[config.mk]
export PLATFORM = sky130hd
export DESIGN_NAME = atan2_seq_ctrl
export DESIGN_NICKNAME = d
export VERILOG_FILES = /design/src/rtl/atan2_pkg.sv /design/src/rtl/atan2_multiplier.sv /design/src/rtl/atan2_seq_ctrl.sv
export SDC_FILE = /design/constraint.sdc
export NUM_CORES = 2
export LEC_CHECK = 0
export ABC_CLOCK_PERIOD_IN_PS = 27400
export CAP_MARGIN = 20
export CORE_ASPECT_RATIO = 1.1
export CORE_MARGIN = 2
export CORE_UTILIZATION = 55
export CTS_CLUSTER_SIZE = 28
export DETAILED_ROUTE_END_ITERATION = 7
export GPL_TIMING_DRIVEN = 0
export PLACE_DENSITY = 0.8
export SLEW_MARGIN = 5
export SYNTH_ARGS = -nofsm -noshare
export SYNTH_HDL_FRONTEND = slang
export SYNTH_SLANG_ARGS = --single-unit
[constraint.sdc]
create_clock -name clk -period 27.4 [get_ports clk]
set_input_delay 5.48 -clock clk [delete_from_list [all_inputs] [get_ports clk]]
set_output_delay 5.48 -clock clk [all_outputs]
set_load 0.005 [all_outputs]
[src/rtl/atan2_pkg.sv]
// Shared constants, FSM state encoding and the 25-entry tangent-bin table for atan2_seq_ctrl.
package atan2_pkg;

    localparam int BIT_WIDTH        = 12;
    localparam int NO_FIRSTBITS_MUL = 9;
    localparam int NUM_BINS         = 25;
    localparam int CONST_W          = 11;
    localparam int K_W              = 5;
    localparam int SPLIT_BIT        = 6;

    typedef enum logic [2:0] {
        ST_IDLE,
        ST_MUL1,
        ST_MUL2,
        ST_CMP,
        ST_DONE
    } state_e;

    // Bin boundaries scaled by 2^NO_FIRSTBITS_MUL; products are compared against |y| << NO_FIRSTBITS_MUL.
    localparam logic [CONST_W-1:0] ATAN_TBL [NUM_BINS] = '{
        11'd2,   11'd6,   11'd10,  11'd14,  11'd18,
        11'd23,  11'd27,  11'd32,  11'd37,  11'd43,
        11'd49,  11'd56,  11'd63,  11'd72,  11'd82,
        11'd94,  11'd108, 11'd125, 11'd147, 11'd177,
        11'd220, 11'd286, 11'd404, 11'd676, 11'd2036
    };

    function automatic int max_i(input int a, input int b);
        return (a > b) ? a : b;
    endfunction

endpackage

[src/rtl/atan2_multiplier.sv]
// Two-stage shift-add multiplier of |x| by all 25 table constants at once.
module Atan2_Multiplier #(
    parameter int BIT_WIDTH = atan2_pkg::BIT_WIDTH,
    parameter int PW        = BIT_WIDTH + atan2_pkg::CONST_W
) (
    input  logic                                     clk_i,
    input  logic                                     rst_i,
    input  logic                                     ena_i,
    input  logic [BIT_WIDTH-1:0]                     x_i,
    output logic [atan2_pkg::NUM_BINS-1:0][PW-1:0]   prod_o
);
    import atan2_pkg::*;

    logic [PW-1:0]                 xe;
    logic [NUM_BINS-1:0][PW-1:0]   lo_d, hi_d;
    logic [NUM_BINS-1:0][PW-1:0]   lo_q, hi_q;
    logic [NUM_BINS-1:0][PW-1:0]   prod_q;

    assign xe = PW'(x_i);

    // Stage 1 splits each constant into low/high bit groups so stage 2 only adds two terms.
    always_comb begin
        lo_d = '0;
        hi_d = '0;
        for (int i = 0; i < NUM_BINS; i++) begin
            for (int b = 0; b < CONST_W; b++) begin
                if (ATAN_TBL[i][b]) begin
                    if (b < SPLIT_BIT) lo_d[i] = lo_d[i] + (xe << b);
                    else               hi_d[i] = hi_d[i] + (xe << b);
                end
            end
        end
    end

    always_ff @(posedge clk_i) begin
        if (rst_i) begin
            lo_q   <= '0;
            hi_q   <= '0;
            prod_q <= '0;
        end else if (ena_i) begin
            lo_q <= lo_d;
            hi_q <= hi_d;
            for (int i = 0; i < NUM_BINS; i++) prod_q[i] <= lo_q[i] + hi_q[i];
        end
    end

    assign prod_o = prod_q;

endmodule

[src/rtl/atan2_seq_ctrl.sv]
// Sequencer for the atan2 bin search: accept moments, run the 2-stage multiplier, count bins.
// Optional completed-conversion counter enabled by defining ATAN2_CTRL_PERF_EN.
module atan2_seq_ctrl #(
    parameter int BIT_WIDTH        = atan2_pkg::BIT_WIDTH,
    parameter int NO_FIRSTBITS_MUL = atan2_pkg::NO_FIRSTBITS_MUL
) (
    input  logic                 clk,
    input  logic                 rst,
    input  logic                 in_valid,
    output logic                 in_ready,
    input  logic [BIT_WIDTH-1:0] in_x,
    input  logic [BIT_WIDTH-1:0] in_y,
    output logic                 out_valid,
    input  logic                 out_ready,
    output logic [1:0]           out_quad,
    output logic [4:0]           out_k,
    output logic [15:0]          perf_cnt
);
    import atan2_pkg::*;

    localparam int PW = BIT_WIDTH + CONST_W;
    localparam int YW = BIT_WIDTH + NO_FIRSTBITS_MUL;
    localparam int CW = max_i(PW, YW);

    state_e                      state_q, state_d;
    logic [BIT_WIDTH-1:0]        xa_q, ya_q;
    logic                        xn_q, yn_q;
    logic [K_W-1:0]              k_q, k_d;
    logic [BIT_WIDTH-1:0]        x_abs, y_abs;
    logic [YW-1:0]               ys;
    logic                        mul_ena;
    logic                        accept;
    logic [NUM_BINS-1:0][PW-1:0] prod;

    // Two's-complement magnitude; the most negative code maps onto its unsigned magnitude.
    assign x_abs = in_x[BIT_WIDTH-1] ? ((~in_x) + BIT_WIDTH'(1)) : in_x;
    assign y_abs = in_y[BIT_WIDTH-1] ? ((~in_y) + BIT_WIDTH'(1)) : in_y;

    assign in_ready  = (state_q == ST_IDLE);
    assign out_valid = (state_q == ST_DONE);
    assign accept    = in_valid && in_ready;
    assign mul_ena   = (state_q == ST_MUL1) || (state_q == ST_MUL2);

    Atan2_Multiplier #(
        .BIT_WIDTH (BIT_WIDTH),
        .PW        (PW)
    ) u_mul (
        .clk_i  (clk),
        .rst_i  (rst),
        .ena_i  (mul_ena),
        .x_i    (xa_q),
        .prod_o (prod)
    );

    always_comb begin
        state_d = state_q;
        case (state_q)
            ST_IDLE: if (in_valid)  state_d = ST_MUL1;
            ST_MUL1:                state_d = ST_MUL2;
            ST_MUL2:                state_d = ST_CMP;
            ST_CMP:                 state_d = ST_DONE;
            ST_DONE: if (out_ready) state_d = ST_IDLE;
            default:                state_d = ST_IDLE;
        endcase
    end

    assign ys = YW'(ya_q) << NO_FIRSTBITS_MUL;

    always_comb begin
        k_d = '0;
        for (int i = 0; i < NUM_BINS; i++) begin
            if (CW'(prod[i]) < CW'(ys)) k_d = k_d + K_W'(1);
        end
    end

    always_ff @(posedge clk) begin
        if (rst) begin
            state_q <= ST_IDLE;
            xa_q    <= '0;
            ya_q    <= '0;
            xn_q    <= 1'b0;
            yn_q    <= 1'b0;
            k_q     <= '0;
        end else begin
            state_q <= state_d;
            if (accept) begin
                xa_q <= x_abs;
                ya_q <= y_abs;
                xn_q <= in_x[BIT_WIDTH-1];
                yn_q <= in_y[BIT_WIDTH-1];
            end
            if (state_q == ST_CMP) k_q <= k_d;
        end
    end

    assign out_quad = {yn_q, xn_q};
    assign out_k    = k_q;

`ifdef ATAN2_CTRL_PERF_EN
    logic [15:0] perf_q;

    always_ff @(posedge clk) begin
        if (rst) begin
            perf_q <= '0;
        end else if ((state_q == ST_DONE) && out_ready && (perf_q != 16'hFFFF)) begin
            perf_q <= perf_q + 16'd1;
        end
    end

    assign perf_cnt = perf_q;
`else
    assign perf_cnt = '0;
`endif

endmodule

# Word level (Yosys, flattened, before mapping)
# Cells that the tools add are included.
# classes
n_addsub	74
n_lt_le_gt_ge	25
n_eq_ne	6
mux	30
bitwise	2
reduce_logical	4
# ops
op	count
$lt 23x21->1	23
$add 23x16->23	7
$add 23x17->23	6
$add 5x1->5 const B	24
$mux 5	24
$add 23x18->23	4
$add 23x23->23	4
$add 23x15->23	3
$add 23x19->23	2
$add 14x15->16	2
$add 12x1->12 const B	2
$mux 12	2
$not 12->12	2
$add 22x22->23	1
$add 23x14->23	1
$add 23x20->23	1
$add 19x21->22	1
$add 21x21->22	1
$add 19x20->21	1
$add 20x20->21	1
$lt 13x21->1	1
$lt 17x21->1	1
$add 18x19->20	1
$add 15x18->19	1
other kinds (23)	25
# totals
ff_bits	1116
inputBits	28
out_inout_bits	25
elab_cells	195

# Depth between registers and ports, before layout
# logic_depth
word_depth	50
mapped_depth	75
depth_no_buf	74

# Cells and area by module
# From an unflattened synthesis, not the netlist that was laid out.
# hier_totals
hier_cells	5362
hier_area_um2	46523.4
# by_module_without_submodules
module	instances	cells_per_inst	area_per_inst_um2	seq_area_each_um2
Atan2_Multiplier	1	4035	35571.6	11431.0
atan2_seq_ctrl	1	1327	10951.8	680.7

# Worst setup path after synthesis
# No wires, ideal clock.
# synth_timing
kind	flip-flop to flip-flop
start	register ya_q[1]
end	register k_q[4] (netlist: out_k[4])
setup_ns	0.084
t_arrival_ns	13.436
required_time_ns	27.316
path_slack_ns	13.880
stages_incl_launch_ff	75
n_path_buf	0
synth_period_minus_slack_ns	13.520
path_cell_list	dfxtp_1 > inv_1 > ha_1 > a21o_1 > a21oi_1 > nor2b_1 > o21ai_0 > nand2b_1 > a21oi_1 > or2_2 > inv_1 > ha_1 > inv_1 > a2111oi_0 > o21ai_0 > mux2i_1 > a21oi_4 > ha_1 > [39 not listed] > mux2_2 > ha_1 > nand2_1 > o21ai_0 > xnor2_1 > mux2_2 > ha_1 > xnor2_1 > and3_1 > a21oi_1 > o21ai_0 > ha_1 > mux2_2 > ha_1 > nand2_1 > nor3_2 > xnor2_1 > o31ai_2
# synth_between
elab_chain_cells	50
word_cells_on_any_way	74
classes_between	24 x add/sub; 25 x order compare; 25 x mux
# synth_rtl
element	line_no	text
start, declared	atan2_seq_ctrl.sv:26	logic [BIT_WIDTH-1:0] xa_q, ya_q;
start signal, assigned	atan2_seq_ctrl.sv:88	ya_q <= y_abs;
$lt 13x21->1	atan2_seq_ctrl.sv:72	if (CW'(prod[i]) < CW'(ys)) k_d = k_d + K_W'(1);
$mux 1	atan2_seq_ctrl.sv:72	
$add 5x1->5	atan2_seq_ctrl.sv:72	
$mux 5	atan2_seq_ctrl.sv:72	
$add 5x1->5	atan2_seq_ctrl.sv:72	
$mux 5	atan2_seq_ctrl.sv:72	
$add 5x1->5	atan2_seq_ctrl.sv:72	
$mux 5	atan2_seq_ctrl.sv:72	
[34 not listed]	n/a	
$add 5x1->5	atan2_seq_ctrl.sv:72	
$mux 5	atan2_seq_ctrl.sv:72	
$add 5x1->5	atan2_seq_ctrl.sv:72	
$mux 5	atan2_seq_ctrl.sv:72	
$add 5x1->5	atan2_seq_ctrl.sv:72	
$mux 5	atan2_seq_ctrl.sv:72	
$add 5x1->5	atan2_seq_ctrl.sv:72	
$mux 5 (*)	atan2_seq_ctrl.sv:72	
end signal, assigned	atan2_seq_ctrl.sv:92	if (state_q == ST_CMP) k_q <= k_d;
end, declared	atan2_seq_ctrl.sv:28	logic [K_W-1:0] k_q, k_d;
# Every way passes the cells marked *; elsewhere a longest branch is shown, timed or not.
# A chain may end at the register's enable or synchronous reset.

# Worst setup path after layout
# layout_timing
start	register ya_q[0]
end	register k_q[4] (netlist: out_k[4])
# Same word-level chain as after synthesis.

==> metrics.cfg <==
[status]
outcome = finished clean

[setup_path]
setup.worst_path.start_class = register
worst-setup-path-type = register to register
critical_path.max_stage_delay_ns = 0.84
cp.arrival_ns = 18.13
cp-end-kind = register
crit_slowest_cell = dfxtp_1
cp_common_cell = ha_1
cp-startpoint = ya_q[0]
reg2reg_from = ya_q[0]
cp_max_fo = 10
critPathRequiredTime_ns = 27.89

[timing]
max-slew-margin-rel_pct = 8.30
rsz0062_at_grt = false
drv_slew = 0
period_minus_slack_ns = 17.64
tightest_slew_ns = 1.37
fmax_mhz = 56.7
tns_ns = 0
finalCritPeriodShare_pct = 64.4
hold_viol_final = 0
clock_skew_ns = 0.0174
setup_viol = 0

[floorplanning]
core_region_area_sq_mm = 0.0623
row_count = 96
die_x_microns = 243
io-pin-count = 53
die_area_sq_mm = 0.0649
start_util_pct = 55.5
die_y_microns = 267

[cts]
clock_sinks = 451
post-cts-setup-buffers = 0
cts_root_buf = clkbuf_16
clk_latency_ns = 0.62
numCtsBuffers = 48
holdBufCountCts = 0
clockBufferDepth = 3
cts_tree = yes
htreeDepth = 2
path_clk_slew_ns = 0.06
ctsResizeCount = 0

[cells_and_area]
final_util_pct = 61.0
drive_gt1_share_pct = 4.87
layout_commonest_cell = nand2_1
area_growth_pct = 10.1
final_cell_mix = 825 x nand2_1, 581 x a21oi_1, 527 x ha_1, 445 x dfxtp_1, 273 x xnor2_1
nets = 5026

[routing]
via_count = 32100
dr.first_iter.drc_count = 3305
wirelength_microns = 120000
drc_errors = 0
wl_per_cell_microns = 22.6
routed_via_density = 6.07
ant_nets = 0
drt-pass1-iter-count = 7

[synthesis]
ys_seq_area_share_pct = 26.1
synth_cell_types = 95
synth_warnings = 0
synth_ff_type = dfxtp_1
synth_seq_cells = 451
syn_avg_cell_area_sq_um = 8.04
synthCells = 4298
synth_edf_count = 0
synth_area_sq_mm = 0.0346
async_reset_ff_share_pct = 0

[placed_design]
hpwl_microns = 90800
portBuffers = 35
place.gp.congestion = 1.02

[job]
cap_violations = 0

[global_routing]
grt.total_usage_pct = 36.1
grt_max_degree = 26
overflow = 0
first_global_vias = 30000
antenna_found_initial = 2
grt_pass1_wl_microns = 177000

[min_path]
hold_class = register to register
hp-start = u_mul.prod_o[538]

sequential cells by signal, summed over array words and instances (netlist names):
| name | count |
|---|---|
| out_k | 5 |
| state_q | 3 |
| u_mul.hi_q | 37 |
| u_mul.lo_q | 151 |
| u_mul.prod_o | 229 |
| xa_q | 12 |
| xn_q | 1 |
| ya_q | 12 |
| yn_q | 1 |
cells in the mapped netlist, types with 5 or more instances:
cell type  number  area share (%)
nand2_1       825             9.0
a21oi_1       581             8.4
ha_1          527              19
dfxtp_1       451              26
xnor2_1       273             6.9
nor2_1        243             2.6
inv_1         237             2.6
clkbuf_1      158             1.7
nor2b_1       118             2.1
xor2_1        108             2.7
o21ai_0        88             1.3
a21o_1         72             1.6
a211oi_1       64             1.4
o21bai_1       61             1.3
fa_1           53             3.1
nand3_1        44            0.64
nand2b_1       39            0.71
nor3_1         26            0.38
buf_4          19            0.41
o211ai_1       17            0.37
a31oi_1        16            0.29
a2111oi_0      15            0.38
a31o_2         15            0.38
mux2i_1        15            0.43
o21a_1         15            0.33
or3_1          14            0.25
nor4_1         13            0.24
a22oi_1         9            0.20
xnor2_2         9            0.42
and2_1          8            0.14
and3_1          8            0.14
nand4_1         8            0.14
o22ai_1         8            0.14
or2_2           8            0.14
a21boi_0        6            0.13
mux2_2          6            0.20
nand3b_1        6            0.13
nor3b_1         6            0.13
o31ai_1         6            0.13
or4_1           6            0.13
buf_1           5           0.054
o2111ai_1       5            0.13
cells by family (layout without fill, tap and decap cells):
| logic type | after synthesis | count (layout) | share of synthesized area [%] |
|---|---|---|---|
| and+or+nand+nor | 1392 | 1392 | 17.4 |
| AOI/OAI and AO/OA | 1022 | 1022 | 17.7 |
| adders and majority gates | 581 | 581 | 22.2 |
| DFF | 451 | 451 | 26.1 |
| buffers and inverters | 427 | 571 | 5.00 |
| xor gates and xnor gates | 403 | 403 | 11.0 |
| muxes | 21 | 21 | 0.630 |
| other | 1 | 20 | 0.0108 |
metrics by stage:
step	instances	hold WS, ns	setup slack [ns]	cell area, sq um
2_1_floorplan	4313	0.427	13.88	34600
3_3_place_gp	5181	0.434	10.22	36000
3_5_place_dp	5198	0.441	10.58	36300
4_1_cts	5287	0.448	10.46	38000
5_1_grt	5290	0.461	8.98	38000
6_report	5294	0.448	9.76	38100
worst max-delay path: cells and delay by family (launching register included):
kind / cells / cell delay, ns
AOI/OAI and AO/OA: 27 / 5.91
buffers and inverters: 6 / 1.45
xor gates and xnor gates: 9 / 1.83
muxes: 6 / 1.77
and+or+nand+nor: 14 / 1.69
DFF: 1 / 0.84
adders and majority gates: 13 / 3.94
metal layers:
metal  routed length, microns  part of all wire, %  track usage, %  up-vias
met5                      104                0.087               0        -
met1                    44700                   37            44.1    15000
met2                    49600                   41            54.5     1762
met4                    10300                  8.6            26.7        2
met3                    14900                   12            9.83      496
li1                         -                    -               -    14900
cell type report:
cell class,count,area [sq um]
multi-input cells,3435,23900
diodes,4,10.0
plain buffers,190,838
well taps,833,1040
flip-flops and latches,451,9040
clock inverters,19,260
repair buffers,55,671
clock buffers,70,1430
fillers,5392,24300
inverters,237,890
path summary, 6_finish.rpt:
path	endpoint	slack (ns)	depth (start not counted)
max	out_k[4]	9.76	75
min	u_mul.prod_o[538]	0.45	2
max reg2reg	out_k[4]	9.76	75
min reg2reg	u_mul.prod_o[538]	0.45	2
Power is not shown: default switching activity piles up to over one toggle a cycle in this logic, so the estimate is an artifact.
